`src/rtl/image_filter_writer.sv`:
```
// Offline point/3x3 filter engine: streams one stored grayscale image out of the
// frame RAM, filters it and writes the result into the filtered-image region.
module image_filter_writer (
    input  logic        clk,
    input  logic        reset,
    input  logic        start,
    input  logic [1:0]  select_image,
    input  logic [1:0]  filter_sel,
    output logic [31:0] mem_addr,
    output logic        mem_we,
    output logic [7:0]  mem_wdata,
    input  logic [7:0]  mem_rdata,
    output logic        busy,
    output logic        done,
    output logic [1:0]  result_image
);

    localparam int unsigned AW   = 32;
    localparam int unsigned DW   = 8;
    localparam int unsigned CW   = 9;
    localparam int unsigned TW   = 4;
    localparam int unsigned ACCW = 13;

    localparam logic [AW-1:0] OUT_OFFSET = AW'(373500);
    localparam logic [1:0]    F_COPY     = 2'd0;
    localparam logic [1:0]    F_BLUR     = 2'd1;
    localparam logic [1:0]    F_SHARP    = 2'd2;
    localparam logic [1:0]    F_INV      = 2'd3;
    localparam logic [TW-1:0] TAP_CENTER = TW'(4);
    localparam logic [TW-1:0] TAP_LAST   = TW'(8);

    typedef enum logic [2:0] {
        S_IDLE,
        S_READ,
        S_LAST,
        S_WRITE,
        S_DONE
    } state_t;

    state_t state_q, state_d;

    logic [1:0]           sel_q, sel_d;
    logic [1:0]           filt_q, filt_d;
    logic [CW-1:0]        side_q, side_d;
    logic [AW-1:0]        off_q, off_d;
    logic [CW-1:0]        row_q, row_d;
    logic [CW-1:0]        col_q, col_d;
    logic [TW-1:0]        tap_q, tap_d;
    logic [TW-1:0]        cap_tap_q, cap_tap_d;
    logic                 kern_q, kern_d;
    logic                 rd_pend_q, rd_pend_d;
    logic signed [ACCW-1:0] acc_q, acc_d;

    logic [AW-1:0]        mem_addr_q, mem_addr_d;
    logic                 mem_we_q, mem_we_d;
    logic [DW-1:0]        mem_wdata_q, mem_wdata_d;
    logic                 busy_q, busy_d;
    logic                 done_q, done_d;
    logic [1:0]           result_q, result_d;

    logic                 accept_c;
    logic                 last_tap_c;
    logic                 last_pix_c;
    logic signed [ACCW-1:0] pix_c;
    logic signed [ACCW-1:0] tap_sum_c;
    logic [DW-1:0]        result_c;

    function automatic logic [CW-1:0] img_side(input logic [1:0] s);
        case (s)
            2'd0:    img_side = CW'(400);
            2'd1:    img_side = CW'(350);
            default: img_side = CW'(300);
        endcase
    endfunction

    function automatic logic [AW-1:0] img_offset(input logic [1:0] s);
        case (s)
            2'd0:    img_offset = AW'(1000);
            2'd1:    img_offset = AW'(161000);
            default: img_offset = AW'(283500);
        endcase
    endfunction

    // Address offset of tap t (row-major dr,dc in -1..1) relative to the centre
    function automatic logic [AW-1:0] tap_off(input logic [TW-1:0] t, input logic [CW-1:0] s);
        logic [AW-1:0] sw;
        sw = AW'(s);
        case (t)
            TW'(0):  tap_off = AW'(0) - sw - AW'(1);
            TW'(1):  tap_off = AW'(0) - sw;
            TW'(2):  tap_off = AW'(0) - sw + AW'(1);
            TW'(3):  tap_off = AW'(0) - AW'(1);
            TW'(5):  tap_off = AW'(1);
            TW'(6):  tap_off = sw - AW'(1);
            TW'(7):  tap_off = sw;
            TW'(8):  tap_off = sw + AW'(1);
            default: tap_off = '0;
        endcase
    endfunction

    function automatic logic signed [ACCW-1:0] tap_weight(input logic [TW-1:0] t,
                                                          input logic kern,
                                                          input logic [1:0] filt);
        tap_weight = '0;
        if (!kern) begin
            if (t == TAP_CENTER) tap_weight = ACCW'(1);
        end else if (filt == F_BLUR) begin
            case (t)
                TW'(0), TW'(2), TW'(6), TW'(8): tap_weight = ACCW'(1);
                TW'(1), TW'(3), TW'(5), TW'(7): tap_weight = ACCW'(2);
                TW'(4):                         tap_weight = ACCW'(4);
                default:                        tap_weight = '0;
            endcase
        end else begin
            case (t)
                TW'(1), TW'(3), TW'(5), TW'(7): tap_weight = ACCW'(-1);
                TW'(4):                         tap_weight = ACCW'(5);
                default:                        tap_weight = '0;
            endcase
        end
    endfunction

    assign accept_c   = (state_q == S_IDLE) && start && (select_image != 2'd3);
    assign last_tap_c = kern_q ? (tap_q == TAP_LAST) : 1'b1;
    assign last_pix_c = (row_q == side_q - CW'(1)) && (col_q == side_q - CW'(1));

    // Tap data arrives one cycle after its address; fold it in as it lands
    assign pix_c     = $signed({{(ACCW-DW){1'b0}}, mem_rdata});
    assign tap_sum_c = rd_pend_q ? acc_q + tap_weight(cap_tap_q, kern_q, filt_q) * pix_c : acc_q;

    always_ff @(posedge clk) begin
        if (reset) state_q <= S_IDLE;
        else       state_q <= state_d;
    end

    always_comb begin
        state_d = state_q;
        case (state_q)
            S_IDLE:  if (accept_c) state_d = S_READ;
            S_READ:  if (last_tap_c) state_d = S_LAST;
            S_LAST:  state_d = S_WRITE;
            S_WRITE: state_d = last_pix_c ? S_DONE : S_READ;
            S_DONE:  state_d = S_IDLE;
            default: state_d = S_IDLE;
        endcase
    end

    always_comb begin
        result_c = tap_sum_c[DW-1:0];
        case (filt_q)
            F_INV:  result_c = DW'(255) - tap_sum_c[DW-1:0];
            F_BLUR: if (kern_q) result_c = tap_sum_c[DW+3:4];
            F_SHARP: begin
                if (kern_q) begin
                    if (tap_sum_c[ACCW-1])          result_c = '0;
                    else if (|tap_sum_c[ACCW-2:DW]) result_c = '1;
                end
            end
            default: result_c = tap_sum_c[DW-1:0];
        endcase
    end

    // Datapath and registered outputs, all computed for the upcoming state
    always_comb begin
        sel_d       = sel_q;
        filt_d      = filt_q;
        side_d      = side_q;
        off_d       = off_q;
        row_d       = row_q;
        col_d       = col_q;
        tap_d       = tap_q;
        mem_addr_d  = mem_addr_q;
        mem_wdata_d = mem_wdata_q;
        result_d    = result_q;

        if (accept_c) begin
            sel_d  = select_image;
            filt_d = filter_sel;
            side_d = img_side(select_image);
            off_d  = img_offset(select_image);
            row_d  = '0;
            col_d  = '0;
        end else if (state_q == S_WRITE && !last_pix_c) begin
            if (col_q == side_q - CW'(1)) begin
                col_d = '0;
                row_d = row_q + CW'(1);
            end else begin
                col_d = col_q + CW'(1);
            end
        end

        kern_d = ((filt_d == F_BLUR) || (filt_d == F_SHARP)) &&
                 (row_d != '0) && (row_d != side_d - CW'(1)) &&
                 (col_d != '0) && (col_d != side_d - CW'(1));

        if (state_d == S_READ)
            tap_d = (state_q == S_READ) ? tap_q + TW'(1) : (kern_d ? '0 : TAP_CENTER);

        rd_pend_d = (state_q == S_READ);
        cap_tap_d = tap_q;
        acc_d     = (state_q == S_READ || state_q == S_LAST) ? tap_sum_c : '0;

        if (state_d == S_READ)
            mem_addr_d = off_d + AW'(row_d) * AW'(side_d) + AW'(col_d) + tap_off(tap_d, side_d);
        else if (state_d == S_WRITE)
            mem_addr_d = OUT_OFFSET + AW'(row_q) * AW'(side_q) + AW'(col_q);

        if (state_d == S_WRITE) mem_wdata_d = result_c;
        if (state_d == S_DONE)  result_d    = sel_q;

        mem_we_d = (state_d == S_WRITE);
        busy_d   = (state_d == S_READ) || (state_d == S_LAST) || (state_d == S_WRITE);
        done_d   = (state_d == S_DONE);
    end

    always_ff @(posedge clk) begin
        if (reset) begin
            sel_q       <= '0;
            filt_q      <= '0;
            side_q      <= '0;
            off_q       <= '0;
            row_q       <= '0;
            col_q       <= '0;
            tap_q       <= '0;
            cap_tap_q   <= '0;
            kern_q      <= 1'b0;
            rd_pend_q   <= 1'b0;
            acc_q       <= '0;
            mem_addr_q  <= '0;
            mem_we_q    <= 1'b0;
            mem_wdata_q <= '0;
            busy_q      <= 1'b0;
            done_q      <= 1'b0;
            result_q    <= '0;
        end else begin
            sel_q       <= sel_d;
            filt_q      <= filt_d;
            side_q      <= side_d;
            off_q       <= off_d;
            row_q       <= row_d;
            col_q       <= col_d;
            tap_q       <= tap_d;
            cap_tap_q   <= cap_tap_d;
            kern_q      <= kern_d;
            rd_pend_q   <= rd_pend_d;
            acc_q       <= acc_d;
            mem_addr_q  <= mem_addr_d;
            mem_we_q    <= mem_we_d;
            mem_wdata_q <= mem_wdata_d;
            busy_q      <= busy_d;
            done_q      <= done_d;
            result_q    <= result_d;
        end
    end

    assign mem_addr     = mem_addr_q;
    assign mem_we       = mem_we_q;
    assign mem_wdata    = mem_wdata_q;
    assign busy         = busy_q;
    assign done         = done_q;
    assign result_image = result_q;

endmodule
```
`config.mk`:
```
export PLATFORM = sky130hd
export DESIGN_NAME = image_filter_writer
export DESIGN_NICKNAME = d
export VERILOG_FILES = /design/src/rtl/image_filter_writer.sv
export SDC_FILE = /design/constraint.sdc
export NUM_CORES = 1
export LEC_CHECK = 0
export CORE_MARGIN = 1
export CORE_UTILIZATION = 43
export CTS_BUF_LIST = sky130_fd_sc_hd__clkbuf_2 sky130_fd_sc_hd__clkbuf_4 sky130_fd_sc_hd__clkbuf_8
export CTS_CLUSTER_DIAMETER = 30
export CTS_CLUSTER_SIZE = 24
export DETAILED_ROUTE_END_ITERATION = 12
export GPL_TIMING_DRIVEN = 0
export PLACE_DENSITY = 0.59
export SYNTH_ARGS = -nofsm -noshare
export SYNTH_HDL_FRONTEND = slang
export SYNTH_SLANG_ARGS = --single-unit
```
`constraint.sdc`:
```
create_clock -name clk -period 12.9 [get_ports clk]
set_clock_uncertainty 0.1 [all_clocks]
set_input_delay 1.935 -clock clk [delete_from_list [all_inputs] [get_ports clk]]
set_output_delay 1.935 -clock clk [all_outputs]
set_load 0.05 [all_outputs]
```
* Yosys cells after proc, flatten, opt, wreduce, memory -nomap -nowiden *
Memory sizes are Yosys's and may differ from the RTL's. A register that Yosys moved wholly into a read port is not among the register bits.
Index checks and enable logic that the tools add are counted.

storage, ports and cells
  register bits = 134
  memories = 1
  memory bits (read-only) = 48
  bits of input ports = 15
  output and inout bits = 45

operators by class
  add/sub/neg operators = 17
  reductions and logical operators = 22
  bitwise gates (word level) = 1
  $mul = 3
  equal/unequal tests = 31
  multiplexer cells = 34

memories
  memory            words  bits a word  read ports  clocked after Yosys merged registers in  write ports  RTL line  RTL
  (name not given)  16     3            1           1                                        0            108       case (t)

operator list
  kind                                                 number
  case mux 32 bit (8 select lines)                     1
  two-way mux 32 bit                                   4
  two-way mux 9 bit                                    7
  two-way mux 13 bit                                   3
  case mux 19 bit (2 select lines)                     1
  multiplier 9 x 9 -> 18 bit                           2
  adder 32 x 18 -> 32 bit                              1
  adder 32 bit                                         1
  adder 32 x 9 -> 32 bit                               1
  two-way mux 8 bit                                    4
  subtractor 32 x 1 -> 32 bit (second input constant)  1
  case mux 13 bit (2 select lines)                     1
  == test 4 x 3 -> 1 bit (second input constant)       6
  case mux 8 bit (3 select lines)                      1
  adder 20 x 9 -> 21 bit                               1
  adder 19 x 18 -> 20 bit (first input constant)       1
  adder 9 x 1 -> 9 bit (second input constant)         2
  == test 9 bit                                        2
  != test 9 bit                                        2
  nonzero test 9 bit                                   2
  subtractor 9 x 1 -> 9 bit (second input constant)    2
  case mux 8 bit (2 select lines)                      1
  adder 13 bit                                         1
  multiplier 13 x 9 -> 13 bit                          1
  30 further kinds                                     59

* Logic depth before layout (Yosys ltp) *
Gate-level depths: netlist of the first run.

  depth after elaboration = 20
  depth in mapped cells = 48
  depth with buffers taken out = 45

* Least setup slack after synthesis of the first run *
No wires, ideal clock.

  path kind = in2reg
  from = input port start
  to = register mem_addr_q[31], in the netlist mem_addr[31]
  path buffers = 5
  stages on the path = 46
  data required time = 12.716 ns
  library setup time = 0.084 ns
  arrival = 10.859 ns
  path slack = 1.857 ns
  path through = or3b_1 > clkbuf_1 > or3_1 > clkbuf_1 > nor2_2 > nor2_1 > inv_2 > ha_1 > and2_1 > clkbuf_1 > nand3_1 > xnor2_1 > clkbuf_1 > mux2i_1 > a21oi_1 > o22ai_1 > nand4_1 > nand4_1 > (+10 left out) > fa_1 > inv_1 > ha_1 > a211oi_1 > o21ai_0 > a31oi_1 > a211oi_1 > o31ai_1 > o21a_1 > o21bai_1 > a21o_1 > nand2_1 > o21ai_0 > a21oi_1 > o21ai_0 > a21oi_1 > xnor3_1 > o31ai_2

on the way
  word-level cells in the longest chain between the ends = 17
  elaborated cells between the ends (all ways) = 47

ends and longest elaborated chain
  item                                                                              RTL line  RTL
  start, declared                                                                   6         input logic start,
  logical AND 1 bit (*) (2 in series)                                               123       assign accept_c = (state_q == S_IDLE) && start && (select_image != 2'd3);
  parallel branches: the longest is 15 deep, another holds adder 32 x 18 -> 32 bit  -
  end signal, assigned                                                              247       mem_addr_q <= mem_addr_d;
  end, declared                                                                     54        logic [AW-1:0] mem_addr_q, mem_addr_d;

Every way passes the cells marked *. The select of a mux whose other input is x is not followed.
A chain may end at the register's enable or synchronous reset.

* Worst setup path in the final report of the first run *
Ends and elaborated chain as after synthesis.

==> results.txt, run 1 <==
The run finished with clean final reports. The run gives 2876 as the final standard cell count with taps included and fillers excluded. The final-layout worst hold slack is 0.364 ns, and the area fraction of the dominant cell type after synthesis is 20.8%. Of all nets on the critical path, the largest fanout is 10.

After the first detailed-routing iteration, the DRC count stood at 1266. After detailed routing, the number of vias per cell comes to 5.66. For the largest buffer count on any clock path, the log shows 2. The type of the worst min-delay path is register to register.

The endpoint class of the critical path was a register. The routed design could run at a clock period as short as 12.55 ns. The remaining antenna violation count is 0. In this design, the critical path's most frequently occurring cell is fa_1. Dividing the detail-routed wire length by the instance count gives 21.1 µm. The global router's overall resource usage was 28.7%; the weighted congestion reported at the end of routability-driven placement was 1.02.

For the sum of net half-perimeters after detailed placement, the log shows 49900 µm. The floorplan core area is 42000 µm², and the number of synthesized flops with an enable pin is 0. Yosys printed 0 warnings. The die covers 43500 µm².

After synthesis, the share of flip-flops with an asynchronous set or reset is 0%. For this design the static power due to leakage is 0.00930 µW. Setup violations remaining at the end of the flow were counted as 0. The count of buffers from port buffering was 59; the net count reported at finish was 2752.

Most frequently used flop master after synthesis: dfxtp_1. Buffers inserted during clock tree synthesis total 17. 60 I/O pins were placed.

The global-route wire length before repair came out at 95000 µm. After global routing the overflow that remains totals 0. Of the cells placed in the final design, the portion with a size suffix greater than 1 is 4.84%. Library cell contributing the largest single delay on the critical path: clkdlybuf4s50_1. Largest net degree at the start of global routing: 17. The starting density of the core is 43.6%. The worst setup path is launched from an input port. The tools report the minimum setup slack in the final design as 0.348 ns. The tool flagged a number of max-cap violations equal to 0. VDD sags by at most 0.0672 mV. From synthesis to final layout, the design area changed by 10.3%.

After technology mapping, the gate count stands at 2244. Before antenna repair, the detailed router went through 6 iterations. The number of hold-slack violations in the final timing report is 0. The placed instances occupy a cell area of 19600 µm². The number of antenna diodes in the final layout is 0. Setup repair after global routing left no endpoint under its margin. Prior to clock tree synthesis, the placed netlist has a worst setup slack of -1.43 ns. Counting the fill cells in the layout gives 4182.

By area the synthesized netlist is led by fa_1 21%, ha_1 15%, dfxtp_1 15%. For the CTS H-tree depth, the log shows 4. On the worst path, the slowest cell contributes a delay of 0.55 ns. TritonCTS built the clock tree. Synthesis produced a netlist with a net count of 2671. For this block, the routed nets add up to 60800 µm of wire.

The number of antenna violations at the first check in global routing came out at 1. Synthesis instantiated 89 different standard cells from the library. The library cell with the largest summed area after synthesis is fa_1. For the worst setup path, the data required time is 13.21 ns. Peak clock frequency supported by timing: 79.7 MHz. For the area taken by flip-flops and latches, the log shows 2740 µm².

The power per cell area is 104 nW/µm², and the post-cts hold buffer count is 0. In this run the tightest slew margin relative to its limit is 23.8%. The clock transition at the registers of the reported paths works out to 0.08 ns.

Type of the worst setup path: input port to register. Ranked by instance count, the synthesized netlist is headed by 291 x inv_1, 241 x nand2_1, 222 x ha_1, 208 x nor2_1, 190 x fa_1. The final instance area is 20200 µm².

The number of clock sinks is 137, and the row count is 75. The combined area of all synthesized cells is 18300 µm². The vias after detailed routing is 16300.

By instance count, the leading cell after synthesis is inv_1. In this run the horizontal extent of the chip is 208 µm. The sequential element share of the synthesized area was 15.0%.

Data arrives at the worst endpoint at 12.86 ns. The die is 208 µm tall. The clock latency at the later pin of the worst-skew pair came out at 0.52 ns. In the routed design, unresolved DRC markers number 0. Synthesized area per cell: 8.17 µm². The setup total negative slack is 0 ns, and the number of synthesized register bits is 137. Of the available clock period, the critical path in the final layout requires 97.3%. The total count of max-transition violations in the final report came out at 0. The logs give 16100 for the number of global-route vias before repair and 14100 µm² for the footprint of the multi-input gates. The slew of the pin with the lowest slew margin was 1.13 ns. CTS placed an instance of clkbuf_8 at the clock tree root. The number of placed instances, taps included, is 2843.
-- critical path: cells and delay by family --
kind            cells  cell delay, ns
compound gates     18            3.67
xor+xnor            2            0.85
fa+ha+maj           6            2.59
buf+inv             9            1.72
simple gates       11            2.10
-- report_power, final --
group          total (µW)  internal, µW  switching [µW]
Clock                 418           226             193
Sequential            484           458            26.3
Combinational        1200           411             788
Total                2100          1090            1010
-- final timing paths --
check                                    to                       from  slack, ns  cells past startpoint
setup reg to reg  mem_addr[31]$_SDFFE_PP0P_       side_q[1]$_SDFF_PP0_       0.75                     47
hold / removal    mem_addr[21]$_SDFFE_PP0P_  mem_addr[21]$_SDFFE_PP0P_       0.36                      2
hold reg to reg   mem_addr[21]$_SDFFE_PP0P_  mem_addr[21]$_SDFFE_PP0P_       0.36                      2
setup / recovery  mem_addr[31]$_SDFFE_PP0P_                      start       0.35                     46
-- layer usage --
layer / vias to the layer above / track usage [%] / part of all wire, %
met1: 7957 / 38.9 / 44
met3: 110 / 3.76 / 6.6
met5: - / 0 / 0
met4: 0 / 9.66 / 3.2
li1: 7628 / - / -
met2: 596 / 46.9 / 46
-- logic make-up (layout without fill, tap and decap cells) --
kind of cell	count (synthesis)	count (layout)	share of synthesized area (%)
compound gates	364	364	13.2
simple gates	784	784	20.3
xor+xnor	106	106	5.22
flops	137	137	15.0
buf+inv	412	505	8.69
mux	29	29	1.71
fa+ha+maj	412	412	35.9
-- placed cells by master (no fill, tap or decap), drive strengths merged, types with 12 or more instances in the layout --
cell           netlist  final
a21oi               83     83
xnor2               75     75
dfxtp              137    137
ha                 222    222
nor2b               38     38
a221oi              14     14
nand3               40     40
a31oi               24     24
mux2i               23     23
clkbuf              98    120
fa                 190    190
or2                 18     18
and2                71     71
nor4                20     20
a211oi              12     12
nand2              241    241
clkdlybuf4s50        0     59
o21a                13     13
inv                292    294
nor3                69     69
a21o                22     22
nor2               209    209
o21ai               83     83
buf                 18     21
xor2                29     29
nand4               13     13
nand2b              16     16
-- timing repair --
item	CTS	global route
buffers inserted	1	2
endpoints found under the setup margin	14	11
gates cloned	0	0
endpoints found under the hold margin	0	0
resized for setup	18	23
pin swaps	1	0
-- registers in the layout, indices dropped and copies added (netlist names), named ones only --
name,flops
mem_we,1
busy,1
sel_q,2
row_q,9
side_q,9
done,1
kern_q,1
state_q,3
filt_q,2
acc_q,13
cap_tap_d,4
col_q,9
mem_wdata,8
rd_pend_q,1
off_q,32
cap_tap_q,4
result_image,2
mem_addr,32
-- per-stage QoR --
stage / power (µW) / util [%]
floorplan: 1250 / -
global placement: 1630 / 46.6
detailed placement: 1650 / 46.6
CTS: 2080 / 47.9
global route: 2230 / 48.1
finish: 2100 / 48.1
-- layout make-up --
class | count | area share (%)
clock inverter | 9 | 0.810
clock buffer | 22 | 1.37
buffer | 115 | 2.46
tap | 539 | 3.33
sequential | 137 | 13.6
timing repair buffer | 63 | 3.06
inverter | 296 | 5.49
multi-input combinational | 1695 | 69.9
(Power assumes the default switching activity.)
==> run 2: changes to the inputs <==
--- a/config.mk
+++ b/config.mk
@@ -12,6 +12,7 @@
 export CTS_CLUSTER_SIZE = 24
 export DETAILED_ROUTE_END_ITERATION = 12
 export GPL_TIMING_DRIVEN = 0
+export MAX_ROUTING_LAYER = met4
 export PLACE_DENSITY = 0.59
 export SYNTH_ARGS = -nofsm -noshare
 export SYNTH_HDL_FRONTEND = slang
==> run 2 against run 1 <==
Compared with the run above: flip-flop and latch count stayed put; die area stayed put; utilization is 0.083 points lower; combinational power hardly changed; largest power group unchanged.
==> results.txt, run 2 (synthesized netlist as in run 1, its figures left out) <==
For the maximum VDD drop, the log shows 0.0819 mV. The iteration-0 DRC count of the detailed router is 1342. The layer flagged by global routing as most heavily used is met2.

The origin of the worst min-delay path was mem_addr[21]$_SDFFE_PP0P_. The run gives 2070 µW as the overall power of the completed layout. After detailed routing, the average wire length per cell comes to 21.7 µm.

Along the worst hold path, the cell count comes to 2. The first TritonRoute pass finished after 7 iterations. The total of endpoints with negative setup slack in the final report was 0. The met3 global-route usage came out at 3.49%. The tools report the clock root buffer master as clkbuf_8. Based on the critical path, the design can be clocked at up to 80.7 MHz.

The vias after detailed routing is 16400, and the length in cells of the worst reg-to-reg path is 47. The tools report the TritonCTS buffer count as 17. The critical path is of the input port to register type. The most common cell after layout, fill and taps aside is inv_1.

In the global route stage, met2 resource usage came out at 47.9%. Weighted congestion reported at the end of routability-driven placement: 1.03. Using the TritonRoute via totals, the vias-per-cell ratio works out to 5.69.

60 I/O pins were placed. The fraction of layout instances using a drive strength above 1 is 4.88%. The flow ran to the end, and the final reports show no timing, DRC or antenna violations. TritonCTS built the clock tree.

The tools report the sort of element at the start of the critical path as an input port. The die covers 43500 µm². Counting stages on the worst path, the most repeated cell is ha_1. The clock passes through at most 2 buffers. The floorplan has 75 rows. Headroom to the max-slew limit came out at 16.5%. The final critical path takes up 96.1% of the cycle. STA puts the critical path data required time at 13.24 ns. Critical register-to-register path endpoint: mem_addr[31]$_SDFFE_PP0P_.

Setup repair after global routing left no endpoint under its margin. STA classifies the critical path endpoint as a register. The library cells used most frequently in the layout, excluding fill and tap cells, are 291 x inv_1, 239 x nand2_1, 221 x ha_1, 206 x nor2_1, 190 x fa_1.

The layout filler cell count was 4194. Flop-to-flop setup slack: 0.77 ns. Measured along the x axis, the die boundary spans 208 µm. For the max capacitance violation total, the log shows 0. The total count of max-transition violations in the final report was 0. The tools report the setup total negative slack as 0 ns. In this run the static leakage power is 0.00927 µW. The remaining antenna violation count is 0. The floorplan core area was 42000 µm². The critical-path maximum fanout is 10. The count of buffer and inverter cells on the critical path is 7.

For this run the aggregate overflow at the end of global routing stands at 0. The CTS H-tree depth is 4, and the final-layout worst hold slack is 0.364 ns. The startpoint of the worst register-to-register path is side_q[0]$_SDFF_PP0_.

The first global-routing pass estimated 96400 µm of wire. After clock tree synthesis, the clock-pin slew on the worst setup and hold paths is 0.09 ns. On the critical path, the stage with the largest delay is an instance of a21oi_1. In this design, the stage delay of the slowest critical-path cell is 0.75 ns. Largest delay contributor family on the critical path: compound AO/OA/AOI/OAI gates. For the number of global-route vias before repair, the log shows 16400. For the number of antenna violations at the first check in global routing, the log shows 1. The floorplan step set the die height to 208 µm. The run gives 0 as the number of hold-slack violations in the final timing report. Subtracting the final worst setup slack from the clock period gives 12.40 ns.

The starting density of the core was 43.6%; the signed area change from the synthesized netlist to the final layout was 10.2%. The power per cell area was 103 nW/µm²; the DRC violation count after routing was 0. The arrival time of the worst setup path was 12.74 ns; the count of buffers from port buffering was 59. For hold timing, the worst endpoint is mem_addr[21]$_SDFFE_PP0P_. The clock latency at the later pin of the worst-skew pair is 0.53 ns. For this design, the sink count on the clock tree is 137. For met1 alone, demand over resource in global routing was 39.6%.

In the final layout, the multi-input gates occupy 14100 µm². The type of the worst min-delay path was register to register. The slew of the pin with the lowest slew margin is 1.24 ns, and the total wire length is 62500 µm.

Entering global routing, the biggest net connects 17 pins. The area taken by flip-flops and latches was 2740 µm². Sum of net half-perimeters after detailed placement: 50800 µm. The global router's overall resource usage is 30.2%, and the net count reported at finish is 2751.
run 2: cell types whose count changed in the layout (fill, tap and decap cells not counted), sizes merged:
cell / before / now
clkbuf: 120 / 115
buf: 21 / 20
clkinvlp: 0 / 1
diode: 0 / 1
bufinv: 4 / 1
inv: 294 / 302
run 2: report_power, final:
part	internal [µW]	switching [µW]
Sequential	457	27.5
Clock	164	226
Combinational	409	787
run 2: routing by layer:
| layer | up-vias | routed length [µm] |
|---|---|---|
| met5 | - | 0 |
| met3 | 111 | 3870 |
| li1 | 7639 | - |
| met1 | 8063 | 27600 |
| met2 | 570 | 28900 |
| met4 | 0 | 2090 |
run 2: worst max-delay path by stage:
| stage | end | cells after the start | startpoint |
|---|---|---|---|
| global placement | mem_addr[31]$_SDFFE_PP0P_ | 44 | start |
| floorplan | mem_addr[31]$_SDFFE_PP0P_ | 46 | start |
| finish | mem_addr[31]$_SDFFE_PP0P_ | 44 | start |
| detailed placement | mem_addr[31]$_SDFFE_PP0P_ | 44 | start |
| CTS | mem_addr[31]$_SDFFE_PP0P_ | 44 | start |
| global route | mem_addr[30]$_SDFFE_PP0P_ | 44 | start |
run 2: area by class of cell:
class                      count  share of cell area, %
tap                          539                   3.34
buffer                       115                   2.47
timing repair buffer          62                   3.02
sequential                   137                   13.6
clock inverter                15                  0.861
clock buffer                  17                   1.16
inverter                     296                   5.50
multi-input combinational   1695                   70.0
antenna                        1                 0.0124
run 2: worst register-to-register path, delay by kind of cell, from the launching register on:
family | cells | cell delay (ns)
and+or+nand+nor | 10 | 2.27
xor gates and xnor gates | 2 | 0.61
DFF | 1 | 0.35
adders and majority gates | 7 | 3.04
AOI/OAI and AO/OA | 18 | 3.73
buffers and inverters | 10 | 1.95
run 2: what timing repair did:
item                                    4_1_cts  5_1_grt
gates resized for setup                      18       24
pin swaps                                     1        4
buffers inserted                              1        1
endpoints found under the setup margin       17        9
hold buffers                                  0        0
run 2: metrics by stage:
stage | utilization, % | std cells | cell area, µm² | worst slack, ns
after floorplan | - | 2244 | 18300 | 1.86
after detailed placement | 46.6 | 2843 | 19600 | -1.72
after CTS | 47.8 | 2875 | 20100 | 0.0163
after global routing | 48.0 | 2877 | 20200 | 0.0315
after global placement | 46.6 | 2842 | 19600 | -1.60
final | 48.0 | 2877 | 20200 | 0.502
==> run 3: changes to the inputs <==
==> constraint.sdc (replaced) <==
create_clock -name clk -period 12.2 [get_ports clk]
set_clock_uncertainty 0.1 [all_clocks]
set_input_delay 1.83 -clock clk [delete_from_list [all_inputs] [get_ports clk]]
set_output_delay 1.83 -clock clk [all_outputs]
set_load 0.05 [all_outputs]
==> run 3 against run 2 <==
Compared with the run above: worst hold slack improved by 0.00095 ns; clock-buffer cell count unchanged; largest cell class unchanged; sequential share of layout area decreased by 0.16 points; register-to-register slack got worse by 0.15 ns; largest power group unchanged; non-clock buffer count increased by 8; final area increased by 1.2%; via count increased by 0.16%; total power increased by 7.3%; worst setup slack got worse by 0.039 ns; die area unchanged; wire length decreased by 0.29%; first-iteration DRC count increased by 6.8%.
==> results.txt, run 3 (synthesized netlist as in run 1, its figures left out) <==
The clock latency at the later pin of the worst-skew pair was 0.53 ns. The wire length the detailed router placed on met1 is 27700 µm, and the count of buffer and inverter cells on the critical path is 8. At the end of routability-driven placement, the weighted congestion stood at 1.03. The power per cell area came out at 109 nW/µm². The core region is 42000 µm².

The endpoint class of the critical path was a register. The run gives 0 as the number of hold-slack violations in the final timing report. Detailed routing inserted a total of 16400 vias. The finished cells cover 20400 µm².

Before antenna repair, the detailed router went through 5 iterations. IR analysis of the VDD net gives a maximum drop of 0.0828 mV. TritonCTS built the clock tree. The type of the worst setup path is input port to register.

Critical-path maximum fanout: 19. The overall power of the completed layout was 2220 µW; the total count of max-transition violations in the final report was 0. The logs give 12.54 ns for the required time of the worst setup path and 0 for the remaining global-route overflow.

The full die area is 43500 µm², and the via-per-instance ratio is 5.69. The TritonCTS buffer count is 17. The logs give 137 for the number of clock sinks and 48.6% for the core utilization of the finished layout. On the critical path, the stage with the largest delay is an instance of fa_1.

The number of global-route vias before repair was 16400; the fraction of layout instances using a drive strength above 1 was 6.27%. The final critical path takes up 96.2% of the cycle. The count of nets left with antenna violations once routing finished came out at 0. In this run the top signal layer used is met4. The run finished with clean final reports.

The largest stage delay on the critical path was 0.54 ns; the starting density of the core was 43.6%. The max capacitance violation total was 0. The tree is rooted in a clkbuf_8. The slew of the pin with the lowest slew margin came out at 1.23 ns. After layout, the minimum clock period comes to 11.74 ns. The routed design has 62300 µm of wire. The net count reported at finish was 2759; the cell area reported after detailed placement was 19600 µm². The area growth from synthesis to layout is 11.5%.

The worst hold path begins at mem_addr[21]$_SDFFE_PP0P_. The y dimension of the die came out at 208 µm. The startpoint of the worst register-to-register path is side_q[1]$_SDFF_PP0_. The setup slack after placement was -2.32 ns; the detail-routed net length per standard cell was 21.6 µm. The setup total negative slack is 0 ns, and the total of endpoints with negative setup slack in the final report is 0.

Counting along the longest clock path gives a buffer depth of 2. The sum of net half-perimeters after detailed placement was 50800 µm; the arrival time of the worst setup path was 12.08 ns. Derived from the worst setup path, the maximum achievable clock frequency is 85.2 MHz. The run gives 0.62 ns as the flop-to-flop setup slack.

After detailed routing, the met2 layer carries 29000 µm of wire. The H-tree was split into 4 levels. The detailed router finished its first iteration with 1433 violations. Counting stages on the worst path, the most repeated cell is fa_1. The most common cell after layout, fill and taps aside is inv_1. Summed over all nets, wire length on met3 after detailed routing comes to 3590 µm. For the static leakage power, the log shows 0.00938 µW.

The minimum setup slack in the final design came out at 0.463 ns. In the global route stage, overall resource usage came out at 30.2%. In this run the count of I/O pins placed on the die edge is 60. In this run the core area contains 75 standard-cell rows. The die is 208 µm wide. In this run the worst hold path is classified as register to register. For the global-route wire length before repair, the log shows 96400 µm.

Clock-pin slew was measured on the worst setup and hold paths at 0.09 ns. Largest net degree at the start of global routing: 20. Largest delay contributor family on the critical path: compound AO/OA/AOI/OAI gates. The count of buffers added on input and output ports is 59. Leaving out fill and tap cells, the most frequent cells in the layout are 290 x inv_1, 237 x nand2_1, 220 x ha_1, 204 x nor2_1, 190 x fa_1.

Sort of element at the start of the critical path: an input port. For this design, the CTS-stage hold fixing added 0 buffers. In the routed design, unresolved DRC markers number 0. The relative max-transition margin was 17.3%.

In this run the worst setup path begins at start. The number of antenna violations at the first check in global routing is 1.
run 3: cell types whose count changed in the layout (fill, tap and decap cells not counted), moves of 3 or more:
cell	previous run	this run
o21ai_1	6	9
xnor2_1	71	66
a21oi_1	81	77
buf_4	4	16
a21oi_2	2	6
xnor2_4	1	4
clkbuf_1	92	89
o21ai_0	75	72
run 3: path summary, 6_finish.rpt:
path         cells past startpoint                   endpoint
min reg2reg                      2  mem_addr[21]$_SDFFE_PP0P_
max reg2reg                     41  mem_addr[31]$_SDFFE_PP0P_
min                              2  mem_addr[21]$_SDFFE_PP0P_
max                             45  mem_addr[31]$_SDFFE_PP0P_
run 3: worst reg2reg max path: cells and delay by family (launching register included):
family	cells	cell delay (ns)
adders and majority gates	6	2.68
xor gates and xnor gates	2	0.66
AOI/OAI and AO/OA	19	3.52
DFF	1	0.59
buffers and inverters	6	0.87
and+or+nand+nor	8	3.02
run 3: cell type report:
cell class,instances,area (µm²)
multi-input combinational,1695,14300
antenna,1,2.50
tap,539,674
inverter,296,1110
clock inverter,15,174
timing repair buffer,74,701
buffer,111,495
sequential,137,2740
fill,4156,21600
clock buffer,17,234
run 3: what timing repair did:
item,CTS,global route
endpoints found under the setup margin,23,13
gates resized for setup,35,44
pin swaps,6,8
setup buffers,6,8
run 3: metal layers:
layer,GRT usage (%),vias up
li1,-,7653
met1,39.5,8135
met2,48.0,519
met3,3.41,103
met4,11.2,0
met5,-,-
run 3: metrics by stage:
stage,instances,hold WS (ns)
3_3_place_gp,2842,0.346
5_1_grt,2885,0.392
3_5_place_dp,2843,0.358
6_report,2885,0.365
2_1_floorplan,2244,0.338
4_1_cts,2879,0.369
run 3: where the power goes:
part           switching (µW)  internal [µW]  total [µW]
Combinational             843            456        1300
Clock                     238            173         412
Sequential               28.8            484         513
